==> src/rtl/regfile_read_arbiter.sv <==
// rtl/regfile_read_arbiter.sv - round-robin arbiter sharing one register-file read port
//
// Purpose:
//   Picks at most one of N_REQ requesters per cycle, starting the search at a
//   rotating pointer. The winner's address is registered onto o_read_code; the
//   read-mux output is captured one edge later and returned tagged with the
//   winner's index.
//
// Ports:
//   i_clk        clock, all state updates on the rising edge
//   i_reset      asynchronous active-high reset
//   i_req        per-requester level request
//   i_addr       packed addresses, requester i uses i_addr[i*AW +: AW]
//   o_read_code  registered select to the register-file read mux
//   i_mux_q      read-mux output for the current o_read_code
//   o_gnt        registered one-hot grant (at most one bit set)
//   o_rvalid     o_rdata / o_rid valid this cycle
//   o_rid        requester index owning o_rdata
//   o_rdata      registered read data
module regfile_read_arbiter #(
  parameter  int N     = 32,
  parameter  int Bits  = 64,
  parameter  int N_REQ = 4,
  localparam int AW    = $clog2(N),
  localparam int IW    = $clog2(N_REQ)
) (
  input  logic                  i_clk,
  input  logic                  i_reset,
  input  logic [N_REQ-1:0]      i_req,
  input  logic [N_REQ*AW-1:0]   i_addr,
  output logic [AW-1:0]         o_read_code,
  input  logic [Bits-1:0]       i_mux_q,
  output logic [N_REQ-1:0]      o_gnt,
  output logic                  o_rvalid,
  output logic [IW-1:0]         o_rid,
  output logic [Bits-1:0]       o_rdata
);

  logic [N_REQ-1:0]   r_gnt;
  logic [AW-1:0]      r_read_code;
  logic [IW-1:0]      r_ptr;
  logic               r_pend;
  logic [IW-1:0]      r_pend_id;
  logic               r_rvalid;
  logic [IW-1:0]      r_rid;
  logic [Bits-1:0]    r_rdata;

  logic [N_REQ-1:0]   w_elig;
  logic [2*N_REQ-2:0] w_dbl;
  logic [N_REQ-1:0]   w_rot;
  logic               w_found;
  logic [IW-1:0]      w_off;
  logic [IW:0]        w_sum;
  logic [IW-1:0]      w_win;
  logic [IW-1:0]      w_ptr_nxt;
  logic [N_REQ-1:0]   w_gnt_nxt;
  logic [AW-1:0]      w_addr_win;

  // A requester granted last edge is masked so a held req cannot win twice
  // in a row while the requester is still reacting to its grant.
  assign w_elig = i_req & ~r_gnt;

  // Doubled vector lets the search start at r_ptr without a modulo: bit k of
  // w_rot is the eligibility of requester (r_ptr + k) mod N_REQ.
  assign w_dbl = {w_elig[N_REQ-2:0], w_elig};

  always_comb begin
    w_rot = '0;
    for (int k = 0; k < N_REQ; k++) begin
      w_rot[k] = w_dbl[int'(r_ptr) + k];
    end
  end

  // First eligible offset from the pointer.
  always_comb begin
    w_found = 1'b0;
    w_off   = '0;
    for (int k = 0; k < N_REQ; k++) begin
      if (!w_found && w_rot[k]) begin
        w_found = 1'b1;
        w_off   = IW'(k);
      end
    end
  end

  // Winner index = (ptr + offset) mod N_REQ; the extra sum bit covers
  // N_REQ values that are not a power of two.
  always_comb begin
    w_sum = {1'b0, r_ptr} + {1'b0, w_off};
    if (w_sum >= (IW+1)'(N_REQ)) begin
      w_win = IW'(w_sum - (IW+1)'(N_REQ));
    end else begin
      w_win = IW'(w_sum);
    end
  end

  always_comb begin
    if (w_win == IW'(N_REQ-1)) begin
      w_ptr_nxt = '0;
    end else begin
      w_ptr_nxt = w_win + IW'(1);
    end
  end

  always_comb begin
    w_gnt_nxt = '0;
    if (w_found) begin
      w_gnt_nxt[w_win] = 1'b1;
    end
  end

  assign w_addr_win = i_addr[w_win*AW +: AW];

  // Grant stage: address is sampled only here, so later addr changes do
  // not disturb the read in flight.
  always_ff @(posedge i_clk or posedge i_reset) begin
    if (i_reset) begin
      r_gnt       <= '0;
      r_read_code <= '0;
      r_ptr       <= '0;
      r_pend      <= 1'b0;
      r_pend_id   <= '0;
    end else begin
      r_pend <= w_found;
      if (w_found) begin
        r_gnt       <= w_gnt_nxt;
        r_read_code <= w_addr_win;
        r_ptr       <= w_ptr_nxt;
        r_pend_id   <= w_win;
      end else begin
        r_gnt <= '0;
      end
    end
  end

  // Capture stage: i_mux_q reflects r_read_code set on the previous edge.
  always_ff @(posedge i_clk or posedge i_reset) begin
    if (i_reset) begin
      r_rvalid <= 1'b0;
      r_rid    <= '0;
      r_rdata  <= '0;
    end else begin
      if (r_pend) begin
        r_rvalid <= 1'b1;
        r_rid    <= r_pend_id;
        r_rdata  <= i_mux_q;
      end else begin
        r_rvalid <= 1'b0;
      end
    end
  end

  assign o_gnt       = r_gnt;
  assign o_read_code = r_read_code;
  assign o_rvalid    = r_rvalid;
  assign o_rid       = r_rid;
  assign o_rdata     = r_rdata;

endmodule

==> config.mk <==
export PLATFORM = sky130hd
export DESIGN_NAME = regfile_read_arbiter
export DESIGN_NICKNAME = d
export VERILOG_FILES = /design/src/rtl/regfile_read_arbiter.sv
export SDC_FILE = /design/constraint.sdc
export NUM_CORES = 1
export LEC_CHECK = 0
export ABC_AREA = 1
export ABC_CLOCK_PERIOD_IN_PS = 4500
export BUFFER_PORTS_ARGS = -buffer_cell sky130_fd_sc_hd__buf_2
export CAP_MARGIN = 20
export CORE_ASPECT_RATIO = 0.75
export CORE_MARGIN = 5
export CORE_UTILIZATION = 52
export CTS_BUF_LIST = sky130_fd_sc_hd__clkbuf_2
export DETAILED_ROUTE_END_ITERATION = 10
export PLACE_DENSITY = 0.88
export SETUP_SLACK_MARGIN = 0.1
export SYNTH_ARGS = -nofsm -noshare
export SYNTH_HDL_FRONTEND = slang
export SYNTH_SLANG_ARGS = --single-unit
==> constraint.sdc <==
create_clock -name i_clk -period 4.5 [get_ports i_clk]
set_input_delay 0.675 -clock i_clk [delete_from_list [all_inputs] [get_ports i_clk]]
set_output_delay 0.675 -clock i_clk [all_outputs]
set_load 0.05 [all_outputs]
Word level (Yosys, flattened, before mapping)
Index checks and enable logic that the tools add are counted.
{ "totals": {"latchBits": 0, "ramBits": 0, "romBits": 0, "register_bits": 81, "n_memories": 0} }
{ "op_classes": {"mul": 1, "mux": 24, "div_mod_pow": 0, "n_addsub": 6, "bitwise_logic": 2, "n_reduce_logical": 7, "eq_ne": 1, "order_cmp": 7, "n_shift": 1} }
{ "op_table": {"columns": ["operator", "count"], "rows": [
  ["variable part select 20 x 6 -> 5 bit", 1],
  ["two-way mux 1 bit", 14],
  ["less-than comparator 3 x 4 -> 1 bit, second input constant", 3],
  ["binary-select mux 1 bit (select 3 bit)", 3],
  ["two-way mux 2 bit", 4],
  ["adder 2 x 2 -> 3 bit, second input constant", 2],
  ["multiplier 2 x 3 -> 5 bit, second input constant", 1],
  ["bitwise AND 4 bit", 1],
  ["logical AND 1 bit", 4],
  ["less-than comparator 2 x 4 -> 1 bit, second input constant", 1],
  ["two-way mux 4 bit", 1],
  ["NOT 4 bit", 1],
  ["adder 2 x 1 -> 3 bit, second input constant", 1],
  ["adder 2 x 2 -> 3 bit", 1],
  ["greater-or-equal comparator 3 bit, second input constant", 1],
  ["logical NOT 1 bit", 3],
  ["less-than comparator 2 x 3 -> 1 bit, second input constant", 1],
  ["adder 2 x 1 -> 2 bit, second input constant", 1],
  ["binary-select mux 1 bit (select 2 bit)", 1],
  ["demux 1 bit (select 2 bit)", 1],
  ["== test 2 bit, second input constant", 1],
  ["greater-or-equal comparator 2 x 1 -> 1 bit, second input constant", 1],
  ["subtractor 2 x 1 -> 2 bit, second input constant", 1]
]} }

Depth between registers and ports, before layout
{ "logic_depth": {"word_depth": 22, "ltp_mapped": 16, "mapped_depth_nobuf": 16} }

Worst setup path before layout
No wires, ideal clock.
{ "synth_path": {"path_kind": "input-to-reg", "startpoint": "input port i_req[3]", "endpoint": "register r_ptr[1]", "arrival_time_ps": 2398, "setup_time_ps": 123, "slack_ps": 1979, "path_buffers": 0, "path_stages": 15, "cell_sequence": "inv_1 nor2_1 nand2_1 nand3_1 nand2_2 nand3_1 a21boi_0 ha_1 xor2_1 inv_1 nand3_4 nand2_4 ha_1 nand2_1 o21ai_1"} }
{ "synth_between": {"elab_chain_cells": 18} }
{ "synth_lines": {"columns": ["item", "line", "rtl"], "rows": [
  ["start, declared", "29", "input logic [N_REQ-1:0] i_req,"],
  ["bitwise AND 4 bit *", "61", "assign w_elig = i_req & ~r_gnt;"],
  ["binary-select mux 1 bit (select 2 bit)", "70", "w_rot[k] = w_dbl[int'(r_ptr) + k];"],
  ["two-way mux 1 bit (not written as such)", "70", null],
  ["two-way mux 1 bit", "79", "if (!w_found && w_rot[k]) begin"],
  ["logical NOT 1 bit", "79", null],
  ["logical AND 1 bit", "79", null],
  ["two-way mux 1 bit", "79", null],
  ["logical NOT 1 bit", "79", null],
  ["(+4 left out)", null, null],
  ["two-way mux 2 bit *", "79", null],
  ["adder 2 x 2 -> 3 bit *", "89", "w_sum = {1'b0, r_ptr} + {1'b0, w_off};"],
  ["via w_sum[1]", "53", "logic [IW:0] w_sum;"],
  ["greater-or-equal comparator 3 bit / subtractor 2 x 1 -> 2 bit (equally long branches)", "90, 91", null],
  ["two-way mux 2 bit *", "90", "if (w_sum >= (IW+1)'(N_REQ)) begin"],
  ["adder 2 x 1 -> 2 bit / == test 2 bit (equally long branches)", "101, 98", null],
  ["two-way mux 2 bit *", "98", "if (w_win == IW'(N_REQ-1)) begin"],
  ["via w_ptr_nxt[1]", "55", "logic [IW-1:0] w_ptr_nxt;"],
  ["end signal, assigned", "128", "r_ptr <= w_ptr_nxt;"],
  ["end, declared", "41", "logic [IW-1:0] r_ptr;"]
]} }
The timed path passes the listed nets; every way through them passes the cells marked *. The select of a mux whose other input is x is not followed.
A chain may end at the register's enable or synchronous reset.

Worst setup path in the final report
{ "layout_path": {"startpoint": "register r_ptr[0]", "endpoint": "register r_ptr[1]"} }
{ "layout_between": {"elab_chain_cells": 17} }
{ "layout_lines": {"columns": ["item", "line"], "rows": [
  ["adder 2 x 1 -> 3 bit / binary-select mux 1 bit (select 2 bit) (equally long branches)", "70"],
  ["binary-select mux 1 bit (select 3 bit) / two-way mux 1 bit (equally long branches)", "70"],
  ["two-way mux 1 bit, on equally long branches", "70, 79"],
  ["two-way mux 1 bit (not written as such) / logical NOT 1 bit (equally long branches)", "70, 79"],
  ["logical AND 1 bit", "79"],
  ["two-way mux 1 bit", "79"],
  ["logical NOT 1 bit", "79"],
  ["logical AND 1 bit", "79"],
  ["(+3 left out)", null],
  ["two-way mux 2 bit", "79"],
  ["adder 2 x 2 -> 3 bit *", "89"],
  ["via w_sum[1]", "53"],
  ["greater-or-equal comparator 3 bit / subtractor 2 x 1 -> 2 bit (equally long branches)", "90, 91"],
  ["two-way mux 2 bit *", "90"],
  ["adder 2 x 1 -> 2 bit / == test 2 bit (equally long branches)", "101, 98"],
  ["two-way mux 2 bit *", "98"],
  ["via w_ptr_nxt[1]", "55"]
]} }
Marked as above.

==> flow_summary_export.csv <==
group,metric,value,unit
status,status,"finished clean",
final_layout,antenna_cells,0,
power_and_ir_drop,p_total,3.29,mW
floorplanning,io_pins,166,
drt,wire_per_inst,15.7,microns
timing,tightest_slew,622,ps
clock_tree,clock_sinks,81,
synth,seq_area_frac_synth,57.8,%
critical_path,end_kind,"flop",
synth,synthCells,262,
critical_path,regToRegSetupSlack,1570,ps
floorplanning,placementRows,25,
timing,period_share,65.0,%
drt,ant_nets,0,
floorplanning,die_h,81.1,microns
placed_design,gp_congestion,0.797,
timing,hold_ws,176,ps
grt,grt_pass1_vias,2693,
power_and_ir_drop,power_density,731,nW/um^2
critical_path,arrival,3360,ps
clock_tree,cts_root_buf,"clkbuf_2",
synth,netlist_area,3510,sq um
synth,synth.area.top_cells,"dfrtp_1 58%, mux2_2 21%, mux2i_1 2.9%, nand3_2 2.6%, ha_1 2.5%",
timing,clock_skew,36.2,ps
floorplanning,dieArea,8500,sq um
final_layout,n_fill_cell,490,
synth,yosysTopAreaCell,"dfrtp_1",
timing,setup_viol,0,
clock_tree,post_cts_buffers,0,
timing,hold_viol,0,
run,cap_violations,0,
clock_tree,cts_tree,"done",
clock_tree,cts.clk_slew.worst_paths,240,ps
final_layout,final_util,69.9,%
floorplanning,start_util,54.4,%
drt,drt_iter0_drc,57,
final_layout,seqCellArea,2030,sq um
power_and_ir_drop,p_leak,2.33,nW
synth,syn-num-nets,359,
synth,synth_top_area_share,57.8,%
clock_tree,cts_inserted_buffers,9,
drt,dr.pass1.iters,4,
floorplanning,core,6440,sq um
drt,routed_wl,8100,microns
final_layout,final_cells,516,
critical_path,required,4930,ps
clock_tree,hold_buffers,0,
synth,synth.distinct_cells,24,
synth,yosysWarningCount,0,
drt,drc_errors,0,
synth,syn_avg_cell_area,13.4,sq um
placed_design,port_buffers,165,
grt,antenna_found_initial,0,
timing,rsz0062_at_grt,"false",
timing,period_needed,2930,ps
synth,synth_edf_count,0,
drt,vias_per_cell,4.96,
placed_design,dp_hpwl,6450,microns
final_layout,drive_gt1_share,63.4,%
timing,slew-limit-headroom,58.5,%
clock_tree,htreeDepth,3,
synth,ys_async_sr_fraction,100,%
critical_path,cp-start-kind,"flop",
grt,track_usage,19.4,%
timing,drv_slew,0,
critical_path,rr_worst_depth,15,
timing,max_clock_freq,0.342,GHz
clock_tree,cts_buffer_depth,2,
critical_path,r2r-start,"r_ptr[0]",
grt,grt_start_max_net_pins,51,
final_layout,final_nets,527,
floorplanning,fp.dieW,105,microns
final_layout,syn_to_final_growth,28.4,%
drt,num_vias,2559,
grt,grt_first_pass_wirelength,13000,microns
synth,synth_seq_cells,81,
grt,overflow,0,
critical_path,crit_path_max_fanout,8,
critical_path,worstReg2RegEnd,"r_ptr[1]",
clock_tree,cts_resized,0,
timing,setup_tns,0,ps
power_and_ir_drop,irDropWorstVdd,386,uV
critical_path,path_class,"reg -> reg",
min_path,min_path_type,"in -> async",
clock_tree,insertion_delay,520,ps
synth,synth_ff_type,"dfrtp_1",
final_layout,multi_input_area,1350,sq um
placed_design,place_inst,500,
==> how the worst max path moves through the flow <==
| stage | depth (start not counted) | endpoint | slack, ps | from |
|---|---|---|---|---|
| floorplan | 1 | o_gnt[0] | 1740 | i_reset |
| global placement | 15 | r_ptr[1] | 1710 | i_req[3] |
| detailed placement | 15 | r_ptr[1] | 1600 | i_req[3] |
| CTS | 15 | r_ptr[1] | 1600 | r_ptr[0] |
| global route | 14 | r_ptr[1] | 1330 | r_ptr[0] |
| finish | 15 | r_ptr[1] | 1570 | r_ptr[0] |
==> critical path, stage by stage (launching register included) <==
cell      delay (ps)
dfrtp_1          550
inv_2            140
ha_1             350
nand2_1           80
inv_1             40
nand2_1           70
nand2_2           80
a21boi_0         220
ha_1             200
xor2_1           320
inv_1            130
nand3_4          150
nand2_4          100
ha_1             290
nand2_1           70
o21ai_1           60
==> sequential cells by signal, indices dropped and copies added (netlist names) <==
register     cells
o_rdata         64
o_read_code      5
o_gnt            4
o_rid            2
r_pend_id        2
r_ptr            2
o_rvalid         1
r_pend           1
==> cells in the mapped netlist (2+ instances only) <==
| library cell | n |
|---|---|
| nor2_1 | 5 |
| dfrtp_1 | 81 |
| mux2_2 | 66 |
| inv_1 | 15 |
| mux2i_1 | 10 |
| nand3_1 | 17 |
| nand2_4 | 4 |
| ha_1 | 7 |
| nand3_2 | 9 |
| clkbuf_1 | 2 |
| nand2_2 | 5 |
| nand2_1 | 21 |
| inv_2 | 4 |
| buf_2 | 6 |
==> power by group <==
group	switching (mW)	total (mW)	internal, mW
Sequential	0.0989	1.00	0.904
Clock	0.273	0.359	0.0852
Combinational	1.29	1.93	0.638
Total	1.66	3.29	1.63
==> routing by layer <==
| metal | share of wire (%) | vias up | track usage (%) |
|---|---|---|---|
| met5 | 0 | - | 0 |
| met4 | 1.1 | 0 | 4.85 |
| met3 | 8.6 | 8 | 8.90 |
| met2 | 51 | 96 | 31.8 |
| met1 | 40 | 1217 | 23.7 |
| li1 | - | 1238 | - |
==> cell usage in the layout (no fill, tap or decap), types with 5 or more instances in the layout <==
cell | Yosys | final
clkbuf_2 | 0 | 9
nand3_2 | 9 | 9
buf_2 | 6 | 165
inv_1 | 15 | 14
ha_1 | 7 | 7
nor2_1 | 5 | 5
nand2_2 | 5 | 5
mux2i_1 | 10 | 10
mux2_2 | 66 | 66
nand2_1 | 21 | 21
dfrtp_1 | 81 | 80
nand3_1 | 17 | 17
==> cell type report <==
type | instances | share of cell area [%]
tap | 81 | 2.25
clock buffer | 9 | 1.00
inverter | 19 | 1.61
timing repair buffer | 167 | 18.7
clock inverter | 7 | 1.36
sequential | 81 | 45.1
multi-input combinational | 152 | 30.0
==> cell families (layout without fill, tap and decap cells) <==
logic type,after synthesis,count (layout),share of synthesized area (%)
AOI/OAI and AO/OA,5,5,0.999
xor gates and xnor gates,1,1,0.250
adders and majority gates,7,7,2.50
buffers and inverters,29,202,3.64
DFF,81,81,57.8
muxes,76,76,24.0
and+or+nand+nor,63,63,10.8
==> through the flow <==
stage	setup slack (ps)	area, sq um
detailed placement	1600	4400
global placement	1710	4400
finish	1570	4500
floorplan	1740	3510
CTS	1600	4500
global route	1330	4500
(Power assumes the default switching activity.)
